File: config.mk
export PLATFORM = sky130hd
export DESIGN_NAME = fetch_unit
export DESIGN_NICKNAME = d
export VERILOG_FILES = /design/src/rtl/fetch_unit.sv
export SDC_FILE = /design/constraint.sdc
export NUM_CORES = 1
export LEC_CHECK = 0
export CORE_MARGIN = 10
export CORE_UTILIZATION = 41
export CTS_CLUSTER_DIAMETER = 150
export DETAILED_ROUTE_END_ITERATION = 8
export PLACE_DENSITY = 0.71
export SLEW_MARGIN = 5
export SYNTH_ARGS = -nofsm -noshare
export SYNTH_HDL_FRONTEND = slang
export SYNTH_SLANG_ARGS = --single-unit
File: constraint.sdc
create_clock -name clk -period 6.6 [get_ports clk]
set_input_delay 0.99 -clock clk [delete_from_list [all_inputs] [get_ports clk]]
set_output_delay 0.99 -clock clk [all_outputs]
set_load 0.02 [all_outputs]
File: src/rtl/fetch_unit.sv
// fetch_unit: byte-serial Y86-64 instruction fetch with req/ack memory handshake
module fetch_unit (
  input  logic        clk,
  input  logic        rst,
  input  logic [63:0] pc_in,
  input  logic        start,
  output logic        imem_req,
  output logic [63:0] imem_addr,
  input  logic [7:0]  imem_data,
  input  logic        imem_ack,
  output logic [3:0]  icode,
  output logic [3:0]  ifun,
  output logic [3:0]  rA,
  output logic [3:0]  rB,
  output logic [63:0] valC,
  output logic [63:0] valP,
  output logic        instr_valid,
  output logic        instr_invalid,
  output logic        halted,
  output logic        busy
);
  typedef enum logic [2:0] {IDLE, BYTE0, REG, CONST, DONE} state_t;
  state_t state;
  logic [63:0] pc;
  logic [3:0] idx;
  logic [2:0] k;
  logic [3:0] op;
  logic [3:0] len;
  logic xfer;
  logic need_reg;
  logic need_const;
  assign xfer = imem_req && imem_ack;
  assign op = imem_data[7:4];
  assign imem_req = state == BYTE0 || state == REG || state == CONST;
  assign imem_addr = pc + 64'(idx);
  assign instr_valid = state == DONE;
  assign busy = state != IDLE;
  always_comb begin
    need_reg = op inside {4'h2, 4'h3, 4'h4, 4'h5, 4'h6, 4'hA, 4'hB};
    need_const = op inside {4'h3, 4'h4, 4'h5, 4'h7, 4'h8};
    len = need_reg ? (need_const ? 4'd10 : 4'd2) : (need_const ? 4'd9 : 4'd1);
  end
  always_ff @(posedge clk or posedge rst) begin
    if (rst) begin
      state <= IDLE;
      pc <= '0;
      idx <= '0;
      k <= '0;
      icode <= '0;
      ifun <= '0;
      rA <= 4'hF;
      rB <= 4'hF;
      valC <= '0;
      valP <= '0;
      instr_invalid <= 1'b0;
      halted <= 1'b0;
    end else begin
      case (state)
        IDLE: if (start && !halted) begin
          state <= BYTE0;
          pc <= pc_in;
          idx <= '0;
          k <= '0;
          icode <= '0;
          ifun <= '0;
          rA <= 4'hF;
          rB <= 4'hF;
          valC <= '0;
          valP <= '0;
          instr_invalid <= 1'b0;
        end
        BYTE0: if (xfer) begin
          icode <= op;
          ifun <= imem_data[3:0];
          instr_invalid <= op > 4'hB;
          valP <= pc + 64'(len);
          idx <= idx + 4'd1;
          state <= need_reg ? REG : need_const ? CONST : DONE;
        end
        REG: if (xfer) begin
          rA <= imem_data[7:4];
          rB <= imem_data[3:0];
          idx <= idx + 4'd1;
          state <= icode inside {4'h3, 4'h4, 4'h5} ? CONST : DONE;
        end
        CONST: if (xfer) begin
          valC[{k, 3'b000} +: 8] <= imem_data;
          idx <= idx + 4'd1;
          k <= k + 3'd1;
          if (k == 3'd7) state <= DONE;
        end
        DONE: begin
          if (icode == 4'h0) halted <= 1'b1;
          state <= IDLE;
        end
        default: state <= IDLE;
      endcase
    end
  end
endmodule

==> results of run 1 <==
[registers in the layout, summed over array words and instances, names as in the netlist, 3 cells and up]
name / flops
idx: 4
rB: 4
state: 3
ifun: 4
rA: 4
valP: 64
pc: 64
icode: 4
valC: 64
k: 3
[final cells by class]
type	instances	area, µm²
Timing Repair Buffer	298	2970
Antenna cell	3	7.51
Sequential cell	220	5520
Tap cell	378	473
Multi-Input combinational cell	975	5720
Fill cell	2558	12400
Inverter	29	113
Clock inverter	8	61.3
Clock buffer	37	731
[metrics by stage]
stage               utilization, %  worst slack [ns]  hold WS (ns)  power, mW  std cells
floorplan                        -              2.75         0.481       4.08       1322
global route                  55.6              1.06         0.503       7.27       1945
global placement              52.8              1.97         0.462       5.49       1900
finish                        55.7              1.30         0.482       6.88       1948
CTS                           55.6              1.35         0.484       6.91       1945
detailed placement            52.8              1.92         0.471       5.54       1900
[placed cells by master (no fill, tap or decap), types with 15 or more instances in the layout]
cell type	Yosys	layout
nor4_1	17	17
o21ai_0	86	86
and3_1	19	19
a22o_1	57	57
nand2_1	290	289
xnor2_1	73	73
xor2_1	51	51
nand4_1	38	38
nor3_1	44	44
inv_1	28	27
dfrtp_1	212	212
nand3_1	92	92
ha_1	15	15
clkbuf_16	0	25
nor2_1	73	72
clkdlybuf4s50_1	0	288
[final timing paths]
kind	endpoint	slack, ns	cells after the start	startpoint
max	imem_addr[59]	1.30	8	pc[2]
min	valP[29]	0.48	2	valP[29]
max reg2reg	valP[60]	3.61	6	state[0]
max in group asynchronous	ifun[0]	4.21	3	rst
min in group asynchronous	valP[3]	0.97	2	rst
min reg2reg	valP[29]	0.48	2	valP[29]
[layer usage]
layer  part of all wire, %  GRT usage [%]  vias up
li1                      -              -     4979
met1                    40           29.1     5214
met2                    45           37.5      506
met3                    10           8.07      102
met4                   4.1           8.91        0
met5                     0              0        -
[tightest hold or removal path, stage by stage, from the launching register on]
cell and delay [ns]:
dfrtp_1 0.34, nand2_1 0.05, o21ai_0 0.06
[logic make-up (layout without fill, tap and decap cells)]
kind of cell	count (synthesis)	after routing
buffers and inverters	127	372
XOR/XNOR	124	124
flip-flops	220	220
AO/OA/AOI/OAI	188	188
adder cells (fa/ha/maj)	16	16
multiplexers	6	6
other	0	3
AND/OR/NAND/NOR	641	641
[power by group through the flow]
stage | clock network [mW] | logic (mW) | registers, mW
3_5_place_dp | 0 | 3.13 | 2.41
4_1_cts | 1.37 | 3.14 | 2.40
5_1_grt | 1.43 | 3.38 | 2.47
2_1_floorplan | 0 | 1.79 | 2.29
3_3_place_gp | 0 | 3.09 | 2.40
6_report | 1.35 | 3.11 | 2.41
==> results.rst, run 1 <==
.. list-table::
   :header-rows: 1

   * - Metric
     - Value
   * - Final routed DRC violation total
     - 0
   * - Area of the core
     - roughly 0.028 mm²
   * - H-tree depth
     - 1
   * - Multiplexer share of the synthesized area
     - less than 1%
   * - Length of the first detailed-routing pass in iterations
     - 6
   * - Post-Route Setup TNS
     - 0 ns
   * - Cell at the root of the clock tree
     - clkbuf_16
   * - Adder and majority gate portion of the synthesized area
     - under 10%
   * - Cell variety after synth
     - 64
   * - Number of antenna violations at the first check in global routing
     - 3
   * - Sequential cell area fraction in the yosys report
     - 47.0%
   * - Worst-Skew Late Latency
     - 0.55 ns
   * - Crit path time final
     - 5.30 ns
   * - Combined buffer and inverter count along the critical path
     - 1
   * - Leading post-synthesis cells by cell area
     - dfrtp_1 45%, nand2_1 9.3%, xnor2_1 5.5%
   * - Overall overflow remaining after global route
     - 0
   * - Layout cells sized above 1
     - between 5 and 6%
   * - Buffers added on ports
     - 288
   * - Post-Synth XOR/XNOR Area
     - just over 9%
   * - Slew at the pin with the worst max-slew slack
     - 1.22 ns
   * - Area added between synthesis and finish
     - 32.9%
   * - Fraction of registers with async set/reset
     - 100%
   * - Switching share of total power
     - 43.7%
   * - Initial cell density of the core
     - 41.9%
   * - Total clock buffers created by CTS
     - 25
   * - Largest driver fanout on the critical path
     - 7
   * - Die outline area
     - 0.0358 mm²
   * - Number of nets in the final layout
     - 1641
   * - Number of warnings reported in the yosys synthesis log
     - 0
   * - Most prevalent standard cell on the critical path
     - o21ai_0
   * - HPWL after detailed placement
     - 32.3 mm
   * - Peak clock frequency supported by timing
     - 189 MHz
   * - Post-Syn Area per Cell
     - around 8.9 µm²
   * - Net Count, Synth
     - 1414
   * - Sequential share of power
     - a little over a third
   * - Post-detailed-route via-to-cell ratio
     - between 5 and 6
   * - Compound-cell area share of the yosys netlist
     - 10.5%
   * - Power share of the combinational group
     - 45.2%
   * - Area share of the largest cell type after synthesis
     - 45.2%
   * - Count of state elements after synthesis
     - 220
   * - Pwr/cell area
     - 441 mW/mm²
   * - Count of routing violations after the opening detailed-route iteration
     - 815
   * - Slew margin rel.
     - 18.5%
   * - Clock sinks
     - 220
   * - Crit share post-route
     - 80.3%
   * - CP max stage cell
     - nor3_1
   * - Final RePlAce weighted congestion
     - 0.931
   * - Result of the run
     - finished clean
   * - Setup Buffers After CTS
     - 0
   * - Post-CTS Hold Fix Bufs
     - 0
   * - Area share of and/or/nand/nor cells after synthesis
     - 26.4%
   * - Post-CTS sizing
     - 0
   * - Critical-path cell list
     - ha_1 > o21ai_0 > o21ai_0 > nand2_1 > nor3_1 > nand3_1 > xnor2_1 > clkdlybuf4s50_1
   * - Maximum number of pins on one net before global-route repair
     - 103
   * - Number of nets still failing antenna checks after routing
     - 0
   * - Largest family of logic cells by synthesized area
     - simple AND/OR/NAND/NOR gates
   * - Wire length of the first global-routing pass
     - 67.3 mm
   * - Data required time of the critical path
     - 5.61 ns
   * - Largest clock skew in the final design
     - 0.0238 ns
   * - # setup viols final
     - 0
   * - Max-Cap Viols
     - 0
   * - Instance area after placement
     - 0.0148 mm²
   * - Prevailing post-synth register cell
     - dfrtp_1
   * - Final-report hold violation count
     - 0
   * - Worst setup path category
     - reg -> out
   * - Unrepaired setup endpoints after global routing
     - false
   * - Final routed wirelength across all metal layers
     - ~44 mm
   * - Delay of the slowest cell on the worst path
     - 0.95 ns
   * - Cell count after synthesis
     - 1322
   * - Top cells by instance count after synthesis
     - 290 x nand2_1, 212 x dfrtp_1, 92 x nand3_1, 86 x o21ai_0
   * - Largest voltage drop on the vdd net
     - 0.243 mV
   * - Net switching power of the design
     - 3.00 mW
   * - Internal Pwr Total
     - about 3.9 mW
   * - Most common cell in the netlist
     - nand2_1
   * - Via count of the first global-routing pass
     - about 11000
   * - Final instance area
     - 0.0156 mm²
   * - Crit path capture type
     - primary output
   * - Worst Setup Start Kind
     - register
   * - Number of vias in the routed layout
     - 10801
   * - Die extent in y
     - 189 µm
   * - Routed length per instance
     - between 20 and 25 µm
   * - Longest Clk Path Bufs
     - 3
   * - Worst endpoint data arrival time
     - 4.31 ns
   * - Final max-slew violation count
     - 0
   * - Min-delay worst type
     - reg -> reg
   * - Kind of cell with the highest combined delay on the critical path
     - simple AND/OR/NAND/NOR gates
   * - Synth area leader
     - dfrtp_1
   * - Netlist area before placement
     - 0.0117 mm²
   * - Clock tree from TritonCTS
     - done
   * - Clock share of power
     - 19.7%
   * - Post-synth EDFFs
     - 0
   * - Clock edge transition at the registers on the reported setup and hold paths
     - about 0.06 ns
   * - I/O pin cnt
     - 289
   * - Pleak
     - between 6 and 7 nW
   * - Global router's overall resource usage
     - 23.6%
   * - Number of cell rows
     - 61
   * - Die X-Extent
     - approximately 190 µm
(Power assumes the default switching activity.)
==> inputs of run 2 (changes only) <==
==> constraint.sdc (replaced) <==
create_clock -name clk -period 4.5 [get_ports clk]
set_input_delay 0.675 -clock clk [delete_from_list [all_inputs] [get_ports clk]]
set_output_delay 0.675 -clock clk [all_outputs]
set_load 0.02 [all_outputs]
==> run 2 against run 1 <==
Clock power rose by 55%. Critical path depth increased by 2. Highest routed layer is now met5. Global-route usage rose by 0.36 points. Die area is the same. Core utilization grew 0.99 points. Largest power group unchanged. Critical endpoint is now imem_addr[12]. Final cell count rose by 1.3%.
==> results.rst, run 2 (same netlist as run 1, synthesis figures left out) <==
.. list-table::
   :header-rows: 1

   * - Metric
     - Value
   * - Result of the run
     - finished clean (unchanged)
   * - Final-report hold violation count
     - 0 (unchanged)
   * - Crit path capture type
     - primary output (unchanged)
   * - GR Layer Usage met1
     - 29.7% (was 29.1%)
   * - Largest registers
     - pc: 64 flops, valC: 64 flops, valP: 64 flops (unchanged)
   * - Slew margin rel.
     - 29.9% (was 18.5%)
   * - Max-Cap Viols
     - 0 (unchanged)
   * - Worst Setup Start Kind
     - register (unchanged)
   * - Number of antenna violations at the first check in global routing
     - 4 (was 3)
   * - Sequential share of power
     - 34.1% (was 35.1%)
   * - Routed length per instance
     - 22.2 µm (was 22.3 µm)
   * - Commonest cells after routing, fill and taps aside
     - 289 x nand2_1, 288 x clkdlybuf4s50_1, 212 x dfrtp_1 (unchanged)
   * - Post-Route Setup TNS
     - 0 ns (unchanged)
   * - Internal Pwr Total
     - 5.82 mW (was 3.87 mW)
   * - CP max stage cell
     - clkdlybuf4s50_1 (was nor3_1)
   * - Final routed DRC violation total
     - 0 (unchanged)
   * - Largest voltage drop on the vdd net
     - 0.381 mV (was 0.243 mV)
   * - Kind of cell with the highest combined delay on the critical path
     - buffers and inverters (was simple AND/OR/NAND/NOR gates)
   * - Global router's overall resource usage
     - 24.0% (was 23.6%)
   * - Number of nets in the final layout
     - 1666 (was 1641)
   * - Placed Cells
     - 1923 (was 1900)
   * - I/O pin cnt
     - 289 (unchanged)
   * - Most used routing layer
     - met2 (unchanged)
   * - Net switching power of the design
     - 4.43 mW (was 3.00 mW)
   * - Combined buffer and inverter count along the critical path
     - 2 (was 1)
   * - Pwr/cell area
     - 646 mW/mm² (was 441 mW/mm²)
   * - Number of nets still failing antenna checks after routing
     - 0 (unchanged)
   * - Clock share of power
     - 20.4% (was 19.7%)
   * - Longest Clk Path Bufs
     - 3 (unchanged)
   * - # setup viols final
     - 0 (unchanged)
   * - Clock tree from TritonCTS
     - done (unchanged)
   * - Total clock buffers created by CTS
     - 25 (unchanged)
   * - Crit path time final
     - 4.34 ns
   * - GR Util met2
     - 38.0% (was 37.5%)
   * - Slew at the pin with the worst max-slew slack
     - 1.04 ns (was 1.22 ns)
   * - Largest driver fanout on the critical path
     - 5 (was 7)
   * - Critical-path cell list
     - ha_1 > inv_1 > fa_1 > nor2b_1 > o21ai_0 > a21o_1 > or2_2 > nor2_1 > xor2_1 > clkdlybuf4s50_1 (was ha_1 > o21ai_0 > o21ai_0 > nand2_1 > nor3_1 > nand3_1 > xnor2_1 > clkdlybuf4s50_1)
   * - Number of vias in the routed layout
     - 10911 (was 10801)
   * - Worst endpoint data arrival time
     - 3.67 ns (was 4.31 ns)
   * - Pleak
     - 6.69 nW (was 6.52 nW)
   * - Area of the core
     - 0.0280 mm² (unchanged)
   * - Die extent in y
     - 189 µm (unchanged)
   * - Overall overflow remaining after global route
     - 0 (unchanged)
   * - Delay of the slowest cell on the worst path
     - 0.65 ns (was 0.95 ns)
   * - Post-Route Utilization
     - 56.6% (was 55.7%)
   * - HPWL after detailed placement
     - 32.5 mm (was 32.3 mm)
   * - H-tree depth
     - 1 (unchanged)
   * - Final non-filler cell total
     - 1973 (was 1948)
   * - Die X-Extent
     - 189 µm (unchanged)
   * - Layout cells sized above 1
     - 7.79% (was 5.87%)
   * - Buffers added on ports
     - 288 (unchanged)
   * - Final instance area
     - 0.0159 mm² (was 0.0156 mm²)
   * - Instance area after placement
     - 0.0150 mm² (was 0.0148 mm²)
   * - Die outline area
     - 0.0358 mm² (unchanged)
   * - Leading cell type in the layout, fill and taps excluded
     - nand2_1 (unchanged)
   * - Length of the first detailed-routing pass in iterations
     - 5 (was 6)
   * - Final setup slack of the worst path
     - 0.159 ns (was 1.30 ns)
   * - Final RePlAce weighted congestion
     - 0.956 (was 0.931)
   * - Initial cell density of the core
     - 41.9% (unchanged)
   * - Via count of the first global-routing pass
     - 11230 (was 11024)
   * - Post-detailed-route via-to-cell ratio
     - 5.53 (was 5.54)
   * - Final max-slew violation count
     - 0 (unchanged)
   * - Post-Place Setup Slack
     - 0.350 ns (was 1.92 ns)
   * - Clock edge transition at the registers on the reported setup and hold paths
     - 0.06 ns (about the same)
   * - Cell at the root of the clock tree
     - clkbuf_16 (unchanged)
   * - Data required time of the critical path
     - 3.83 ns (was 5.61 ns)
   * - Clock sinks
     - 220 (unchanged)
   * - Number of cell rows
     - 61 (unchanged)
   * - Count of routing violations after the opening detailed-route iteration
     - 1066 (was 815)
   * - Peak clock frequency supported by timing
     - 230 MHz
   * - Largest clock skew in the final design
     - 0.0222 ns (was 0.0238 ns)
   * - Global-route met3 utilization
     - 8.12% (was 8.07%)
   * - Maximum number of pins on one net before global-route repair
     - 137 (was 103)
   * - Post-CTS Hold Fix Bufs
     - 0 (unchanged)
   * - Power share of the combinational group
     - 45.5% (was 45.2%)
   * - Unrepaired setup endpoints after global routing
     - false (unchanged)
   * - Area added between synthesis and finish
     - 35.3% (was 32.9%)
   * - Worst-Skew Late Latency
     - 0.54 ns (was 0.55 ns)
   * - Switching share of total power
     - 43.2% (was 43.7%)
   * - Wire length of the first global-routing pass
     - 68.1 mm (was 67.3 mm)
   * - Crit share post-route
     - between 90% and 100%
   * - Final routed wirelength across all metal layers
     - 43.9 mm (was 43.5 mm)
   * - Min-delay worst type
     - reg -> reg (unchanged)
   * - Worst setup path category
     - reg -> out (unchanged)
## run 2: changes by cell type in the layout (fill, tap and decap cells not counted), sizes merged
cell,delta
clkinvlp,+2
bufinv,+2
buf,+25
inv,+2
clkbuf,-6
## run 2: worst register-to-register path, cell delays in order, from the launching register on
cell	delay, ns
dfrtp_1	0.55
nand4_1	0.31
nor4_2	0.77
nand2_1	0.31
nor3b_1	0.47
xnor2_1	0.17
o21ai_1	0.07
## run 2: layer usage
layer  vias up  wire, µm  share of wire [%]
met5         -        11              0.025
met4         2      1790                4.1
met3        92      4740                 11
met2       500     20000                 46
met1      5275     17300                 40
li1       5042         -                  -
## run 2: worst paths after layout
check / cells past startpoint / from / slack, ns / end
max in group asynchronous: 3 / rst / 3.17 / pc[41]
min in group asynchronous: 3 / rst / 0.65 / valP[62]
setup / recovery: 10 / idx[0] / 0.16 / imem_addr[12]
setup reg to reg: 6 / pc[25] / 1.70 / valP[53]
hold reg to reg: 2 / valP[38] / 0.48 / valP[38]
hold / removal: 2 / valP[38] / 0.48 / valP[38]
## run 2: layout make-up
type / instances / area (µm²)
flip-flops and latches: 220 / 5520
multi-input cells: 975 / 5740
clock inverters: 14 / 139
fillers: 2533 / 12100
clock buffers: 31 / 698
well taps: 378 / 473
diodes: 3 / 7.51
repair buffers: 323 / 3180
inverters: 29 / 113
## run 2: what timing repair did
| item | 4_1_cts | 5_1_grt |
|---|---|---|
| hold endpoints to repair | 0 | 0 |
| setup endpoints to repair | 11 | 15 |
| setup buffers | 0 | 2 |
| pin swaps | 0 | 1 |
| resized for setup | 3 | 3 |
## run 2: through the flow
stage | total power [mW] | hold WS [ns]
3_3_place_gp | 8.11 | 0.463
3_5_place_dp | 8.18 | 0.473
2_1_floorplan | 5.98 | 0.481
4_1_cts | 10.3 | 0.487
5_1_grt | 10.9 | 0.519
6_report | 10.2 | 0.483
## run 2: power groups by stage
| stage | Sequential (mW) | Combinational, mW | Clock (mW) |
|---|---|---|---|
| final | 3.49 | 4.67 | 2.09 |
| after floorplan | 3.36 | 2.62 | 0 |
| after global routing | 3.58 | 5.08 | 2.21 |
| after global placement | 3.48 | 4.63 | 0 |
| after detailed placement | 3.50 | 4.68 | 0 |
| after CTS | 3.47 | 4.71 | 2.12 |
==> inputs of run 3 (changes only) <==
--- a/config.mk
+++ b/config.mk
@@ -14,3 +14,4 @@
 export SYNTH_ARGS = -nofsm -noshare
 export SYNTH_HDL_FRONTEND = slang
 export SYNTH_SLANG_ARGS = --single-unit
+export TNS_END_PERCENT = 10
==> run 3 against run 2 <==
Clock power is essentially flat. Die area is the same. Clock skew is essentially flat. Non-clock buffer count is the same. Core utilization is essentially flat. First-iteration DRC count shrank 0.28%. Worst hold slack is essentially flat. Critical endpoint unchanged. Highest routed layer unchanged.
==> results.rst, run 3 (same netlist as run 1, synthesis figures left out) <==
.. list-table::
   :header-rows: 1

   * - Metric
     - Value
   * - Worst min-delay path startpoint
     - valP[38] (unchanged)
   * - HPWL after detailed placement
     - 32.5 mm (unchanged)
   * - Post-Route Setup TNS
     - 0 ns (unchanged)
   * - Die extent in y
     - 189 µm (unchanged)
   * - Length of the first detailed-routing pass in iterations
     - 5 (unchanged)
   * - Via count of the first global-routing pass
     - 11230 (unchanged)
   * - Area of the core
     - 0.0280 mm² (unchanged)
   * - Net switching power of the design
     - 4.43 mW (about the same)
   * - H-tree depth
     - 1 (unchanged)
   * - Buffers added on ports
     - 288 (unchanged)
   * - Crit share post-route
     - 96.6% (was 96.5%)
   * - Peak clock frequency supported by timing
     - 230 MHz (about the same)
   * - Final non-filler cell total
     - 1973 (unchanged)
   * - Number of nets still failing antenna checks after routing
     - 0 (unchanged)
   * - Final routed wirelength across all metal layers
     - 43.8 mm (was 43.9 mm)
   * - Number of cell rows
     - 61 (unchanged)
   * - # setup viols final
     - 0 (unchanged)
   * - Area added between synthesis and finish
     - 35.3% (about the same)
   * - Largest registers
     - pc: 64 flops, valC: 64 flops, valP: 64 flops (unchanged)
   * - Post-detailed-route via-to-cell ratio
     - 5.53 (unchanged)
   * - Number of nets in the final layout
     - 1666 (unchanged)
   * - Internal Pwr Total
     - 5.82 mW (about the same)
   * - Area taken by flip-flops and latches
     - 0.00552 mm² (unchanged)
   * - Leading cell type in the layout, fill and taps excluded
     - nand2_1 (unchanged)
   * - Power share of the combinational group
     - 45.5% (about the same)
   * - Routed length per instance
     - 22.2 µm (about the same)
   * - Largest voltage drop on the vdd net
     - 0.381 mV (about the same)
   * - Clock sinks
     - 220 (unchanged)
   * - Number of vias in the routed layout
     - 10911 (unchanged)
   * - Final-report hold violation count
     - 0 (unchanged)
   * - Final routed DRC violation total
     - 0 (unchanged)
   * - R2R Path Start
     - pc[25] (unchanged)
   * - Pwr/cell area
     - 646 mW/mm² (about the same)
   * - Layout cells sized above 1
     - 7.73% (was 7.79%)
   * - Slew at the pin with the worst max-slew slack
     - 1.08 ns (was 1.04 ns)
   * - Largest driver fanout on the critical path
     - 5 (unchanged)
   * - I/O pin cnt
     - 289 (unchanged)
   * - Final RePlAce weighted congestion
     - 0.956 (unchanged)
   * - Maximum number of pins on one net before global-route repair
     - 137 (unchanged)
   * - Final max-slew violation count
     - 0 (unchanged)
   * - Worst-Skew Late Latency
     - 0.54 ns (about the same)
   * - Clock share of power
     - 20.4% (about the same)
   * - Multi-input gate area in the final layout
     - 0.00573 mm² (was 0.00574 mm²)
   * - Data required time of the critical path
     - 3.83 ns (about the same)
   * - Capturing point of the worst reg2reg path
     - valP[53] (unchanged)
   * - Wire length of the first global-routing pass
     - 68.1 mm (unchanged)
   * - Destination of the worst hold path
     - valP[38] (unchanged)
   * - Min-delay worst type
     - reg -> reg (unchanged)
   * - Unrepaired setup endpoints after global routing
     - false (unchanged)
   * - Longest Clk Path Bufs
     - 3 (unchanged)
   * - Die X-Extent
     - 189 µm (unchanged)
   * - Cell at the root of the clock tree
     - clkbuf_16 (unchanged)
   * - Global router's overall resource usage
     - 24.0% (unchanged)
   * - Worst endpoint data arrival time
     - 3.67 ns (about the same)
   * - Commonest cells after routing, fill and taps aside
     - 289 x nand2_1, 288 x clkdlybuf4s50_1, 212 x dfrtp_1 (unchanged)
   * - Worst R2R Path Depth
     - 6 (unchanged)
   * - Largest clock skew in the final design
     - 0.0225 ns (was 0.0222 ns)
   * - Worst Setup Start Kind
     - register (unchanged)
   * - Pleak
     - 6.69 nW (about the same)
   * - Initial cell density of the core
     - 41.9% (unchanged)
   * - Total Power
     - 10.2 mW (about the same)
   * - Crit path capture type
     - primary output (unchanged)
   * - Overall overflow remaining after global route
     - 0 (unchanged)
   * - Worst hold slack
     - 0.483 ns (about the same)
   * - R2R Setup Slk
     - 1.68 ns (was 1.70 ns)
   * - Result of the run
     - finished clean (unchanged)
   * - Clock edge transition at the registers on the reported setup and hold paths
     - 0.06 ns (about the same)
   * - Slew margin rel.
     - 27.7% (was 29.9%)
   * - Die outline area
     - 0.0358 mm² (unchanged)
   * - Switching share of total power
     - 43.2% (about the same)
   * - Clock tree from TritonCTS
     - done (unchanged)
   * - Max-Cap Viols
     - 0 (unchanged)
   * - Crit path time final
     - 4.35 ns (was 4.34 ns)
   * - Number of antenna violations at the first check in global routing
     - 4 (unchanged)
   * - Count of routing violations after the opening detailed-route iteration
     - 1063 (was 1066)
   * - Worst setup path category
     - reg -> out (unchanged)
   * - Placed Cells
     - 1923 (unchanged)
   * - Hold Crit Depth
     - 2 (unchanged)
   * - Fillcell total
     - 2534 (was 2533)
   * - Total clock buffers created by CTS
     - 25 (unchanged)
   * - Sequential share of power
     - 34.1% (about the same)
[run 3: cell counts in the layout (fill, tap and decap cells not counted)]
Identical to the previous run, type by type.
[run 3: power by group through the flow]
stage	sequential (mW)	clock [mW]	combinational (mW)
after floorplan	3.36	0	2.62
after global placement	3.48	0	4.63
after detailed placement	3.50	0	4.68
after CTS	3.47	2.12	4.71
after global routing	3.58	2.21	5.07
final	3.50	2.09	4.66
[run 3: layout make-up]
type                    count  area share, %
repair buffers            323           20.1
clock inverters            14          0.876
inverters                  29          0.710
diodes                      3         0.0473
clock buffers              31           4.40
multi-input cells         975           36.1
flip-flops and latches    220           34.8
well taps                 378           2.98
[run 3: per-stage QoR]
stage                     setup WS [ns]  utilization [%]  area, µm²
final                             0.153             56.6      15900
after global routing             0.0310             56.6      15900
after CTS                        0.0384             56.5      15800
after detailed placement          0.350             53.4      15000
after global placement            0.366             53.4      15000
after floorplan                   0.963                -      11700
[run 3: worst max path at each step]
stage	depth (start not counted)	from	end
final	10	idx[0]	imem_addr[12]
after global routing	10	idx[0]	imem_addr[12]
after CTS	10	idx[0]	imem_addr[60]
after detailed placement	8	pc[2]	imem_addr[57]
after global placement	8	pc[2]	imem_addr[57]
after floorplan	1	rst	halted
[run 3: critical path, stage by stage (launching register included)]
cell	delay, ns
dfrtp_1	0.42
ha_1	0.23
inv_1	0.06
fa_1	0.41
nor2b_1	0.17
o21ai_0	0.18
a21o_1	0.28
or2_2	0.36
nor2_1	0.16
xor2_1	0.24
clkdlybuf4s50_1	0.65
[run 3: per-layer routing]
metal / global-route usage [%] / wire (µm)
met5: 0 / 11
met4: 8.94 / 1820
met3: 8.12 / 4960
met2: 38.0 / 19900
met1: 29.7 / 17100
[run 3: what timing repair did]
action / 4_1_cts / 5_1_grt
endpoints found under the hold margin: 0 / 0
pin swaps: 0 / 1
buffers inserted: 0 / 2
hold buffers: 0 / 0
resized for setup: 3 / 2
setup endpoints to repair: 11 / 15
